File: src/rtl/work_loader_if.sv
// Handshake between work_loader (master) and the SHA-256 double-hash core (slave).
interface work_loader_if;
  logic        hash_go;
  logic [31:0] hash_nonce;
  logic        hash_ready;
  logic        hash_done;
  logic        hash_hit;

  modport master (
    output hash_go,
    output hash_nonce,
    input  hash_ready,
    input  hash_done,
    input  hash_hit
  );

  modport slave (
    input  hash_go,
    input  hash_nonce,
    output hash_ready,
    output hash_done,
    output hash_hit
  );
endinterface

File: src/rtl/work_loader.sv
// Deserializes a 24-word job into midState/headData, then sweeps nonces through the hash core.
// Define WORK_LOADER_BSWAP_EN to byte-reverse each incoming job word before storage.
module work_loader #(
  parameter logic [31:0] NONCE_START = 32'h0000_0000,
  parameter logic [31:0] NONCE_STEP  = 32'h0000_0001,
  parameter logic [31:0] NONCE_LIMIT = 32'hFFFF_FFFF
) (
  input  logic                clk,
  input  logic                reset,
  input  logic                start_in,
  input  logic                shift_en,
  input  logic [31:0]         shift_data,
  output logic [255:0]        midState,
  output logic [511:0]        headData,
  work_loader_if.master       hash,
  output logic                sol_claim,
  output logic [31:0]         nonce_out,
  input  logic                sol_response,
  output logic                busy,
  output logic                exhausted
);

  typedef enum logic [2:0] {
    IDLE,
    LOAD,
    ISSUE,
    WAIT,
    FOUND,
    EXHAUST
  } state_t;

  state_t      state;
  state_t      state_next;
  logic [4:0]  word_cnt;
  logic [31:0] nonce;
  logic [32:0] nonce_sum;
  logic        last_nonce;
  logic        go_req;
  logic [31:0] store_word;
  logic [3:0]  head_idx;

`ifdef WORK_LOADER_BSWAP_EN
  assign store_word = {shift_data[7:0], shift_data[15:8], shift_data[23:16], shift_data[31:24]};
`else
  assign store_word = shift_data;
`endif

  // Words 8..23 map to header slots 0..15; the 4-bit wrap of k-8 gives exactly that.
  assign head_idx   = word_cnt[3:0] - 4'd8;
  assign nonce_sum  = {1'b0, nonce} + {1'b0, NONCE_STEP};
  assign last_nonce = (nonce == NONCE_LIMIT) || nonce_sum[32];

  assign hash.hash_nonce = nonce;
  assign hash.hash_go    = reset & go_req;
  assign busy            = (state == LOAD) || (state == ISSUE) || (state == WAIT);

  always_comb begin
    state_next = state;
    go_req     = 1'b0;
    if (start_in) begin
      state_next = LOAD;
    end else begin
      case (state)
        IDLE: state_next = IDLE;
        LOAD: begin
          if (shift_en && (word_cnt == 5'd23)) state_next = ISSUE;
        end
        ISSUE: begin
          if (hash.hash_ready) begin
            go_req     = 1'b1;
            state_next = WAIT;
          end
        end
        WAIT: begin
          if (hash.hash_done) begin
            if (hash.hash_hit)   state_next = FOUND;
            else if (last_nonce) state_next = EXHAUST;
            else                 state_next = ISSUE;
          end
        end
        FOUND: begin
          if (sol_response) state_next = IDLE;
        end
        EXHAUST: state_next = EXHAUST;
        default: state_next = IDLE;
      endcase
    end
  end

  // A new job clears the claim path but deliberately keeps the old job arrays visible.
  always_ff @(posedge clk) begin
    if (!reset) begin
      state     <= IDLE;
      word_cnt  <= 5'd0;
      nonce     <= NONCE_START;
      midState  <= '0;
      headData  <= '0;
      sol_claim <= 1'b0;
      nonce_out <= 32'd0;
      exhausted <= 1'b0;
    end else begin
      state <= state_next;
      if (start_in) begin
        word_cnt  <= 5'd0;
        nonce     <= NONCE_START;
        sol_claim <= 1'b0;
        nonce_out <= 32'd0;
        exhausted <= 1'b0;
      end else begin
        case (state)
          LOAD: begin
            if (shift_en) begin
              if (word_cnt < 5'd8) midState[{word_cnt[2:0], 5'd0} +: 32] <= store_word;
              else                 headData[{head_idx, 5'd0} +: 32]      <= store_word;
              word_cnt <= word_cnt + 5'd1;
            end
          end
          WAIT: begin
            if (hash.hash_done) begin
              if (hash.hash_hit) begin
                nonce_out <= nonce;
                sol_claim <= 1'b1;
              end else if (last_nonce) begin
                exhausted <= 1'b1;
              end else begin
                nonce <= nonce_sum[31:0];
              end
            end
          end
          FOUND: begin
            if (sol_response) sol_claim <= 1'b0;
          end
          default: begin
          end
        endcase
      end
    end
  end

endmodule

File: src/flat_wrapper.sv
// flat-port wrapper written by rule: the top's interface ports become plain ports
module work_loader_flat 
#(
  parameter logic [31:0] NONCE_START = 32'h0000_0000,
  parameter logic [31:0] NONCE_STEP  = 32'h0000_0001,
  parameter logic [31:0] NONCE_LIMIT = 32'hFFFF_FFFF
)
  (clk, reset, start_in, shift_en, shift_data, midState, headData, sol_claim, nonce_out, sol_response, busy, exhausted, hash_hash_go, hash_hash_nonce, hash_hash_ready, hash_hash_done, hash_hash_hit);
  work_loader_if hash_i ();
  input  logic clk;
  input  logic reset;
  input  logic start_in;
  input  logic shift_en;
  input  logic [31:0] shift_data;
  output logic [255:0] midState;
  output logic [511:0] headData;
  output logic sol_claim;
  output logic [31:0] nonce_out;
  input  logic sol_response;
  output logic busy;
  output logic exhausted;
  output wire logic [$bits(hash_i.hash_go)-1:0] hash_hash_go;
  output wire logic [$bits(hash_i.hash_nonce)-1:0] hash_hash_nonce;
  input wire logic [$bits(hash_i.hash_ready)-1:0] hash_hash_ready;
  input wire logic [$bits(hash_i.hash_done)-1:0] hash_hash_done;
  input wire logic [$bits(hash_i.hash_hit)-1:0] hash_hash_hit;
  assign hash_hash_go = hash_i.hash_go;
  assign hash_hash_nonce = hash_i.hash_nonce;
  assign hash_i.hash_ready = hash_hash_ready;
  assign hash_i.hash_done = hash_hash_done;
  assign hash_i.hash_hit = hash_hash_hit;
  work_loader #(.NONCE_START(NONCE_START), .NONCE_STEP(NONCE_STEP), .NONCE_LIMIT(NONCE_LIMIT)) u_core (.clk(clk), .reset(reset), .start_in(start_in), .shift_en(shift_en), .shift_data(shift_data), .midState(midState), .headData(headData), .hash(hash_i), .sol_claim(sol_claim), .nonce_out(nonce_out), .sol_response(sol_response), .busy(busy), .exhausted(exhausted));
endmodule
File: config.mk
export PLATFORM = sky130hd
export DESIGN_NAME = work_loader_flat
export DESIGN_NICKNAME = d
export VERILOG_FILES = /design/src/rtl/work_loader_if.sv /design/src/rtl/work_loader.sv /design/src/flat_wrapper.sv
export SDC_FILE = /design/constraint.sdc
export NUM_CORES = 2
export LEC_CHECK = 0
export CAP_MARGIN = 30
export CORE_AREA = 4 4 335 337
export DETAILED_ROUTE_END_ITERATION = 10
export DIE_AREA = 0 0 339 341
export PLACE_DENSITY = 0.57
export SLEW_MARGIN = 20
export SYNTH_ARGS = -nofsm -noshare
export SYNTH_HDL_FRONTEND = slang
export SYNTH_SLANG_ARGS = --single-unit
File: constraint.sdc
create_clock -name clk -period 3.2 [get_ports clk]
set_clock_uncertainty 0.05 [all_clocks]
set_input_delay 0.64 -clock clk [delete_from_list [all_inputs] [get_ports clk]]
set_output_delay 0.64 -clock clk [all_outputs]
set_load 0.02 [all_outputs]
# Word-level counts from Yosys, hierarchy flattened
# Cells that the tools add are included.
[op_classes] n_lt_le_gt_ge=1 n_mux=17 eq_ne=16 n_shift=4 n_reduce_logical=15 add_sub_neg=5 bitwise_logic=6
[ops] op="bitwise mux 512 bit" n=1
[ops] op="variable shift 32 x 11 -> 512 bit, first input constant" n=1
[ops] op="variable part select 32 x 11 -> 512 bit" n=1
[ops] op="bitwise mux 256 bit" n=1
[ops] op="variable shift 32 x 10 -> 256 bit, first input constant" n=1
[ops] op="variable part select 32 x 10 -> 256 bit" n=1
[ops] op="adder 32 x 1 -> 33 bit, second input constant" n=1
[ops] op="== test 32 bit, second input constant" n=1
[ops] op="AND reduction 4 bit" n=7
[ops] op="2-to-1 mux 3 bit" n=6
[ops] op="case mux 3 bit (5 select lines)" n=1
[ops] op="inequality test 3 bit, second input constant" n=4
[ops] op="negator 9 -> 11 bit" n=1
[ops] op="inequality test 2 bit, second input constant" n=5
[ops] op="negator 8 -> 10 bit" n=1
[ops] op="2-to-1 mux 1 bit" n=7
[ops] op="== test 3 x 2 -> 1 bit, second input constant" n=2
[ops] op="== test 3 bit, second input constant" n=2
[ops] op="adder 5 x 1 -> 5 bit, second input constant" n=1
[ops] op="== test 5 bit, second input constant" n=1
[ops] op="< comparator 5 x 4 -> 1 bit, second input constant" n=1
[ops] op="NOT 1 bit" n=5
[ops] op="subtractor 4 bit, second input constant" n=1
[ops] op="== test 3 x 1 -> 1 bit, second input constant" n=1
[ops] op="8 further kinds" n=10
[word_totals] word_cells=73 output_inout_bits=836 inputBits=40 ff_bits=842

# Logic depth before layout (Yosys ltp)
[depth] depth_word=7 mapped_depth=11 mapped_depth_nobuf=8

# Least setup slack after synthesis
# Ideal clock, no wire load.
[synth_path] path_kind="register to register" from="register u_core.word_cnt[0]" to="register u_core.headData[290]" setup_ns=0.122 path_stages_with_launch=11 path_slack_ns=0.485 path_buffers=4 synth_period_minus_slack_ns=2.715 required_time_ns=3.028 t_arrival_ns=2.543 path_cell_list="dfxtp_1 inv_1 ha_1 ha_1 clkbuf_1 buf_2 buf_1 nand4_1 clkbuf_1 nand2_1 a21boi_0"
[synth_between] elab_chain_cells=4 elab_cells_between_ends=8 cone_classes="add/sub: 2; order compare: 1; shift: 2; mux: 1; bitwise: 1; reduce/logical: 1"
[synth_lines] element="start, declared" line_no="work_loader.sv:34" source="logic [4:0] word_cnt;"
[synth_lines] element="start signal, assigned" line_no="work_loader.sv:115" source="word_cnt <= word_cnt + 5'd1;"
[synth_lines] element="subtractor 4 bit" line_no="work_loader.sv:49" source="assign head_idx = word_cnt[3:0] - 4'd8;"
[synth_lines] element="negator 9 -> 11 bit" line_no="work_loader.sv:114" source="else headData[{head_idx, 5'd0} +: 32] <= store_word;"
[synth_lines] element="variable part select 32 x 11 -> 512 bit / variable shift 32 x 11 -> 512 bit (equally long branches)" line_no="work_loader.sv:114"
[synth_lines] element="bitwise mux 512 bit" line_no="work_loader.sv:114"
[synth_lines] element="end signal, assigned by index" line_no="work_loader.sv:114"
[synth_lines] element="end, declared" line_no="work_loader.sv:14" source="output logic [511:0] headData,"
# Several ways; a longest one is shown, not always the timed one.
# A chain may end at the register's enable or synchronous reset.

# Worst setup path after layout
[layout_path] from="register u_core.state[1]" to="output hash_hash_go"
[layout_between] elab_chain_cells=4
[layout_lines] element="start, declared" line_no="work_loader.sv:32" source="state_t state;"
[layout_lines] element="start signal, assigned" line_no="work_loader.sv:102" source="state <= state_next;"
[layout_lines] element="== test 3 x 2 -> 1 bit" line_no="work_loader.sv:63" source="case (state)"
[layout_lines] element="2-to-1 mux 1 bit" line_no="work_loader.sv:63"
[layout_lines] element="2-to-1 mux 1 bit" line_no="work_loader.sv:60" source="if (start_in) begin"
[layout_lines] element="AND 1 bit" line_no="work_loader.sv:54" source="assign hash.hash_go = reset & go_req;"
[layout_lines] element="end, declared" line_no="flat_wrapper.sv:22" source="output wire logic [$bits(hash_i.hash_go)-1:0] hash_hash_go;"
# Every way passes these cells.

==> out/metrics.cfg <==
[die]
fp.dieH_um = 341
die_w_um = 339
io_pins = 876
rows = 121
die_area_um2 = 116000
core-area_um2 = 109000
start_util_pct = 30.5

[layout]
multi_input_area_um2 = 14700
nNetsFinal = 4655
design_area_um2 = 46900
seq_area_um2 = 16900
final_cell_mix = 976 x nand2_1, 842 x clkdlybuf4s50_1, 840 x dfxtp_1
layout_commonest_cell = nand2_1
final_layout_size_suffix_gt1_share_pct = 7.85
areaGrowthSynthToFinish_pct = 41.2
fill_cells = 10700

[power_and_ir_drop]
cellLeakagePower_nw = 15.5
p_int_w = 0.0178
power_frac_comb_pct = 4.0
power_density_nw_per_um2 = 496
ir_worst_vdd_mv = 0.460
p_sw_w = 0.00542
pwr-share-seq_pct = 45.2
p_total_w = 0.0233
pwr-share-clk_pct = 50.8
switching_share_pct = 23.3

[placed_design]
gp_congestion = 0.890
place_area_um2 = 43500
dp_hpwl_um = 109000
io_buffers = 875

[synthesis]
synthesis.area_um2 = 33200
ys_seq_area_share_pct = 50.7
synth_ff_type = dfxtp_1
syn-num-nets = 3943
synthArstFlopShare_pct = 0
synth-edff-count = 0
syn-instance-count = 3897
ys_warn_count = 0
avgSynthCellArea_um2 = 8.52
ys_ff_latch = 842
synth_cell_types = 68

[clock_network]
cts.path.max_buffers = 3
htree_levels = 3
post_cts_buffers = 0
numCtsBuffers = 95
ctsHoldBuffers = 0
clock_sinks = 842
insertion_delay_ns = 0.68
cts.clk_slew.worst_paths_ns = 0.06
tritoncts = built
clock-root-buffer = clkbuf_16

[min_path]
hp-class = primary input to flop

[drt]
wl_met3_um = 13900
drt_iter0_markers = 2544
met2WireLength_um = 73300
drcViolationCount = 0
drtAntennaViolNets = 0
vias_per_cell = 5.11
drt-met1-wl_um = 67200
wl_per_cell_um = 26.5
wl_um = 162000
highest_layer = met5
detail_route.first_pass.iterations = 5
vias = 31200

[sta]
hold_viol = 0
slew_headroom_pct = 27.5
rsz0062_at_grt = no
finalSetupViolCount = 0
setup_tns_ns = 0
holdWs_ns = 0.220
worstMarginPinSlew_ns = 1.09
min_period_ns = 3.03
finalCritPeriodShare_pct = 94.8
slew_violations = 0
clock.fmax_ghz = 0.330

[run_status]
status = finished, final reports clean

[critical_path]
cpPeakStageDelay_ns = 0.64
worst_ep_arrival_time_ns = 2.34
path_cells = nor2b_2 -> nand2_1 -> nor3_1 -> clkdlybuf4s50_1
path_class = flop to output pin
r2r_slack_ns = 0.34
cp-start-kind = flop
critPathCaptureType = output pin
crit_fanout = 9
cp.required_ns = 2.51
crit_path_top_delay_cell = clkdlybuf4s50_1

[global_routing]
grt.total_usage_pct = 26.6
antenna_found_initial = 11
grt.overflow.total = 0
grt_max_degree = 240
grt_pass1_vias = 29100
grt_pass1_wl_um = 225000

[flow_run]
maxCapViolations = 0

==> sequential cells by signal, indices dropped and copies added (netlist names) <==
signal,count
u_core.headData,512
u_core.midState,256
u_core.hash.hash_nonce,32
u_core.nonce_out,32
u_core.word_cnt,5
u_core.state,3
u_core.exhausted,1
u_core.sol_claim,1
==> metrics by stage <==
step                util (%)  worst slack, ns  cells
floorplan                  -            0.485   3897
global placement        39.9            0.299   5924
detailed placement      39.9            0.267   5926
CTS                     43.1            0.114   6103
global route            43.1           0.0516   6103
finish                  43.1            0.168   6108
==> final timing paths <==
kind,endpoint,cells past startpoint,from
worst max register to register,u_core.midState[108]$_SDFFE_PN0P_,8,u_core.word_cnt[0]$_SDFFE_PP0P_
worst max-delay path,hash_hash_go,4,u_core.state[1]$_SDFFE_PP0P_
worst min-delay path,u_core.midState[109]$_SDFFE_PN0P_,2,reset
worst min register to register,u_core.midState[180]$_SDFFE_PN0P_,2,u_core.midState[180]$_SDFFE_PN0P_
==> cell usage after synthesis (7+ instances only) <==
library cell    n  area share, %
o21ai_0        41           0.62
dfxtp_1       842             51
buf_4          22           0.50
buf_1          10           0.11
nor2_1         38           0.43
nor2b_1        72            1.4
inv_1          12           0.14
nand4_1        21           0.40
nand2_1       976             11
nand3_1       538            8.1
or3_1          16           0.30
a21boi_1       58            1.3
mux2i_1        66            2.0
nor3_1         12           0.18
and3_1         13           0.24
a21oi_1        54           0.81
and4_1         14           0.37
or4_1           7           0.16
a21boi_0      616             14
clkbuf_1      285            3.2
nand2b_1        8           0.15
buf_2          77            1.2
and2_1         20           0.38
==> area by class of cell <==
type	count	share of cell area, %
repair buffers	1011	21.5
inverters	12	0.0960
flip-flops and latches	842	35.9
well taps	1414	3.77
clock buffers	139	6.04
multi-input cells	2647	31.4
diodes	5	0.0267
clock inverters	38	1.24
==> worst max-delay path: cells and delay by family, from the launching register on <==
family / cells / cell delay [ns]
buffers and inverters: 1 / 0.64
and+or+nand+nor: 3 / 0.57
DFF: 1 / 0.45
==> cells by family after synthesis <==
| group | share of synthesized area [%] |
|---|---|
| AO/OA/AOI/OAI | 17.5 |
| flip-flops | 50.7 |
| multiplexers | 2.06 |
| adder cells (fa/ha/maj) | 0.226 |
| AND/OR/NAND/NOR | 24.1 |
| XOR/XNOR | 0.237 |
| buffers and inverters | 5.18 |
==> power groups by stage <==
stage / clock (W) / sequential (W) / combinational (W)
floorplan: 0 / 0.0107 / 0.000398
global placement: 0 / 0.0107 / 0.000930
detailed placement: 0 / 0.0107 / 0.000932
CTS: 0.0120 / 0.0105 / 0.000933
global route: 0.0124 / 0.0105 / 0.000957
finish: 0.0118 / 0.0105 / 0.000935
==> timing repair <==
item / in CTS / in global routing
resized for setup: 3 / 0
setup endpoints to repair: 2 / 0
endpoints found under the hold margin: 0 / 0
==> metal layers <==
layer	GRT usage, %	up-vias
met4	11.3	2
met3	7.50	286
met2	42.4	1270
met5	0	-
met1	33.8	15200
li1	-	14500
No activity file was read; power rests on OpenSTA's default activity.
